==> config.mk <==
export PLATFORM = sky130hd
export DESIGN_NAME = code_convert
export DESIGN_NICKNAME = d
export VERILOG_FILES = /design/src/rtl/convert_pkg.sv /design/src/rtl/convert_comb.sv /design/src/rtl/code_convert.sv
export SDC_FILE = /design/constraint.sdc
export NUM_CORES = 1
export LEC_CHECK = 0
export BUFFER_PORTS_ARGS = -buffer_cell sky130_fd_sc_hd__buf_2
export CAP_MARGIN = 20
export CORE_AREA = 5 5 42 44
export CTS_BUF_LIST = sky130_fd_sc_hd__clkbuf_16
export DETAILED_ROUTE_END_ITERATION = 6
export DIE_AREA = 0 0 47 49
export GPL_ROUTABILITY_DRIVEN = 0
export PLACE_DENSITY = 0.68
export RECOVER_POWER = 25
export SLEW_MARGIN = 15
export SYNTH_ARGS = -nofsm -noshare
export SYNTH_HDL_FRONTEND = slang
export SYNTH_SLANG_ARGS = --single-unit
==> constraint.sdc <==
create_clock -name clk -period 0.8 [get_ports clk]
set_input_delay 0.08 -clock clk [delete_from_list [all_inputs] [get_ports clk]]
set_output_delay 0.08 -clock clk [all_outputs]
set_load 0.005 [all_outputs]
==> src/rtl/convert_pkg.sv <==
// convert_pkg
//   Shared constants and types for the 4-bit code converter.
//   - Mode encodings for the four conversions and the mode used when the
//     external mode select is disabled.
//   - Excess-3 offset and the valid code windows for BCD and XS3 inputs.
//   - conv_result_t: the 5-bit result word (4-bit code plus invalid flag)
//     that is passed from the combinational converter to the output register.
package convert_pkg;

    localparam logic [1:0] MODE_BIN2GRAY = 2'd0;
    localparam logic [1:0] MODE_GRAY2BIN = 2'd1;
    localparam logic [1:0] MODE_BCD2XS3  = 2'd2;
    localparam logic [1:0] MODE_XS32BCD  = 2'd3;

    // Conversion applied when mode_en is low.
    localparam logic [1:0] MODE_DEFAULT  = MODE_BIN2GRAY;

    localparam logic [3:0] XS3_OFFSET = 4'd3;
    localparam logic [3:0] BCD_MAX    = 4'd9;
    localparam logic [3:0] XS3_MIN    = 4'd3;
    localparam logic [3:0] XS3_MAX    = 4'd12;

    typedef struct packed {
        logic [3:0] y;
        logic       err;
    } conv_result_t;

endpackage

==> src/rtl/convert_comb.sv <==
// convert_comb
//   Purely combinational nibble converter.
//   Ports:
//     x    [3:0] input  code word (bit 3 = MSB)
//     mode [1:0] input  effective conversion select (see convert_pkg)
//     y    [3:0] output converted code, 0000 when the input is invalid
//     err        output 1 when x is not a legal code for the selected mode
module convert_comb
    import convert_pkg::*;
(
    input  logic [3:0] x,
    input  logic [1:0] mode,
    output logic [3:0] y,
    output logic       err
);

    logic [3:0] gray_val;
    logic [3:0] bin_val;

    generate
        for (genvar gi = 0; gi < 4; gi++) begin : g_bits
            // Binary to Gray: each bit is the XOR of itself and its upper
            // neighbour; the MSB passes straight through.
            if (gi == 3) begin : g_msb
                assign gray_val[gi] = x[gi];
            end else begin : g_low
                assign gray_val[gi] = x[gi] ^ x[gi+1];
            end
            // Gray to binary: each bit is the XOR-reduction of all Gray
            // bits from the MSB down to this position.
            assign bin_val[gi] = ^x[3:gi];
        end
    endgenerate

    always_comb begin
        y   = 4'd0;
        err = 1'b0;
        case (mode)
            MODE_BIN2GRAY: y = gray_val;
            MODE_GRAY2BIN: y = bin_val;
            MODE_BCD2XS3: begin
                if (x <= BCD_MAX) begin
                    y = x + XS3_OFFSET;
                end else begin
                    err = 1'b1;
                end
            end
            MODE_XS32BCD: begin
                if ((x >= XS3_MIN) && (x <= XS3_MAX)) begin
                    y = x - XS3_OFFSET;
                end else begin
                    err = 1'b1;
                end
            end
            default: begin
                y   = 4'd0;
                err = 1'b0;
            end
        endcase
    end

endmodule

==> src/rtl/code_convert.sv <==
// code_convert
//   4-bit code converter (binary/Gray/BCD/excess-3) with registered outputs.
//   Ports:
//     clk            system clock, rising edge
//     rst            asynchronous active-high reset, clears all outputs
//     a,b,c,d        input nibble, a = MSB, d = LSB
//     mode_en        1 = use mode, 0 = use MODE_DEFAULT (binary to Gray)
//     mode [1:0]     conversion select
//     e,f,g,h        registered result nibble, e = MSB, h = LSB
//     err            registered flag, 1 = input invalid for selected mode
//   The input and the mode are sampled on the same edge, so a simultaneous
//   change of both yields one consistent result one cycle later.
module code_convert
    import convert_pkg::*;
(
    input  logic       clk,
    input  logic       rst,
    input  logic       a,
    input  logic       b,
    input  logic       c,
    input  logic       d,
    input  logic       mode_en,
    input  logic [1:0] mode,
    output logic       e,
    output logic       f,
    output logic       g,
    output logic       h,
    output logic       err
);

    logic [3:0]   x_in;
    logic [1:0]   mode_eff;
    conv_result_t result_next;
    conv_result_t result_reg;

    assign x_in     = {a, b, c, d};
    assign mode_eff = mode_en ? mode : MODE_DEFAULT;

    convert_comb u_convert_comb (
        .x    (x_in),
        .mode (mode_eff),
        .y    (result_next.y),
        .err  (result_next.err)
    );

    always_ff @(posedge clk or posedge rst) begin
        if (rst) begin
            result_reg <= '0;
        end else begin
            result_reg <= result_next;
        end
    end

    assign {e, f, g, h} = result_reg.y;
    assign err          = result_reg.err;

endmodule

==> results.json <==
{
  "status": "finished with violations",
  "violations": "negative setup slack",
  "drv_cap": 0,
  "die_y_um": 49,
  "routed_wl_mm": 1.68,
  "track_usage_pct": 16.4,
  "via_count": 584,
  "fin_crit_sh_pct": 112,
  "timing.final.ws_setup_ns": -0.0973,
  "grt_antenna_before_repair": 0,
  "io_pins": 14,
  "swShare_pct": 25.7,
  "hold_slack_ns": 0.186,
  "irDropWorstVdd_mv": 0.717,
  "netlist_top_cells_area": "dfrtp_1 22%, ha_1 22%, nand2_1 4.7%",
  "synth_cell_type_count": 29,
  "grt_max_degree": 10,
  "dieWidth_um": 47,
  "syn_area_um2": 563,
  "cts_root_buf": "clkbuf_16",
  "initial_core_util_pct": 40.2,
  "cts_max_level": 1,
  "arrival_ns": 0.99,
  "end_kind": "flop",
  "post_cts_buffers": 0,
  "drt_pass1_iterations": 4,
  "synth_nets": 83,
  "portBuffers": 13,
  "drt_iter0_drc": 12,
  "synth_area_per_cell_um2": 8.80,
  "synthFlopType": "dfrtp_1",
  "p_total_mw": 1.59,
  "path_cells": "buf_12 -> inv_12 -> ha_4 -> nand2b_4 -> o2bb2ai_4 -> a22oi_1 -> nand3_1",
  "synth-async-reset-ratio_pct": 100,
  "ys_warn_count": 0,
  "drt-vias-per-instance": 5.31,
  "grt_setup_unrepaired": "true",
  "grt_pass1_wl_mm": 2.67,
  "setup_viol": 4,
  "critPathMaxStageDelay_ns": 0.18,
  "relSlewSlack_pct": 81.7,
  "yosysSeqAreaShare_pct": 22.2,
  "final_nets": 114,
  "diodes": 0,
  "ctsLongestPathBuffers": 2,
  "numCtsBuffers": 3,
  "cp.required_ns": 0.89,
  "dieArea_um2": 2300,
  "route.detailed.wl_per_inst_um": 15.3,
  "synth_edf_count": 0,
  "post-place-cells": 105,
  "slew_viol_final": 0,
  "synthCells": 64,
  "path_clk_slew_ns": 0.03,
  "grt_pass1_vias": 631,
  "fmax_ghz": 1.11,
  "p_leak_nw": 0.463,
  "fp-row-count": 14,
  "grt_overflow": 0,
  "synth_seq_cells": 5,
  "fin_cells": 110,
  "p_sw_mw": 0.408,
  "cp-start-kind": "input pin",
  "drive_gt1_share_pct": 57.4,
  "numClockSinks": 5,
  "hold_violations": 0,
  "hold_path.class": "input pin to flop",
  "coreArea_um2": 1400,
  "worst-setup-path-type": "input pin to flop",
  "cts_tree": "built",
  "area_growth_pct": 84.2,
  "p_comb_share_pct": 30.2,
  "pwr-share-clk_pct": 51.5,
  "powerDensity_nw_per_um2": 1530,
  "worst_pin_slew_ns": 0.275,
  "yosysTopAreaCell": "dfrtp_1",
  "drc": 0,
  "seqPwrFrac_pct": 18.2,
  "fin_crit_ns": 0.897,
  "critPathMaxFanout": 4,
  "p_int_mw": 1.18,
  "drtAntennaViolNets": 0,
  "synth_top_area_share_pct": 22.2,
  "critPathSlowestCell": "a22oi_1",
  "hpwl_mm": 1.15
}
-- Yosys cell counts, types with 2 or more instances --
library cell	count
a21oi_1	4
a31oi_1	2
dfrtp_1	5
ha_1	10
inv_1	6
nand2_1	7
nand3_1	3
nor2_1	4
o21ai_0	3
-- power by group through the flow --
stage               logic, mW  registers [mW]  clock network, mW
global route            0.521           0.293              0.843
finish                  0.479           0.289              0.817
floorplan               0.217           0.297                  0
CTS                     0.468           0.290              0.829
global placement        0.396           0.290                  0
detailed placement      0.402           0.292                  0
-- worst max-delay path, delay by kind of cell --
kind / cells / cell delay, ns
compound gates: 2 / 0.33
fa+ha+maj: 1 / 0.15
buf+inv: 2 / 0.15
simple gates: 2 / 0.27
-- final cells by class --
cell class              count  area [µm²]
multi-input cells          51         526
fillers                    99         364
repair buffers             27         224
flip-flops and latches      5         125
clock buffers               3        75.1
inverters                   7        63.8
well taps                  16        20.0
clock inverters             1        3.75
-- cells in the final DEF, fill, tap and decap left out, types with 2 or more instances in the layout --
cell type,instances
buf_4,13
buf_2,9
ha_4,7
nand2_1,6
dfrtp_1,5
nand3_1,3
a21oi_1,3
nor2_1,3
inv_1,3
clkbuf_16,3
buf_12,3
inv_4,2
inv_12,2
o21ai_1,2
a31oi_1,2
ha_1,2
-- registers in the layout, indices dropped and copies added (netlist names) --
name and flops:
e 1, err 1, f 1, g 1, h 1
-- worst paths after layout --
path / start / end / depth (start not counted)
max: c / e$_DFF_PP0_ / 7
min: mode_en / h$_DFF_PP0_ / 3
max in group asynchronous: rst / e$_DFF_PP0_ / 3
min in group asynchronous: rst / g$_DFF_PP0_ / 3
-- timing repair --
item | in CTS | in global routing
gates resized for setup | 22 | 2
hold buffers | 1 | 0
gates cloned | 0 | 0
pin swaps | 10 | 4
endpoints found under the hold margin | 5 | 0
endpoints found under the setup margin | 6 | 7
-- per-layer routing --
metal / share of wire (%) / track usage, %
met5: 0 / 0
met3: 4.3 / 2.58
met1: 37 / 15.9
met4: 3.0 / 12.0
met2: 56 / 29.0
-- cells by family after synthesis --
logic type / count (synthesis) / synth area share (%)
muxes: 1 / 1.78
AOI/OAI and AO/OA: 17 / 22.0
buffers and inverters: 8 / 7.11
DFF: 5 / 22.2
and+or+nand+nor: 23 / 24.7
adders and majority gates: 10 / 22.2
-- metrics by stage --
step	worst slack, ns	instance area (µm²)	utilization [%]	TNS, ns
after CTS	-0.0890	1030	73.6	-0.196
after global routing	-0.159	1040	74.0	-0.476
after global placement	-0.454	840	59.9	-2.07
after floorplan	-0.0994	668	-	-0.380
after detailed placement	-0.473	840	59.9	-2.17
final	-0.0973	1040	74.0	-0.243
Power figures use the tool's default switching activity.
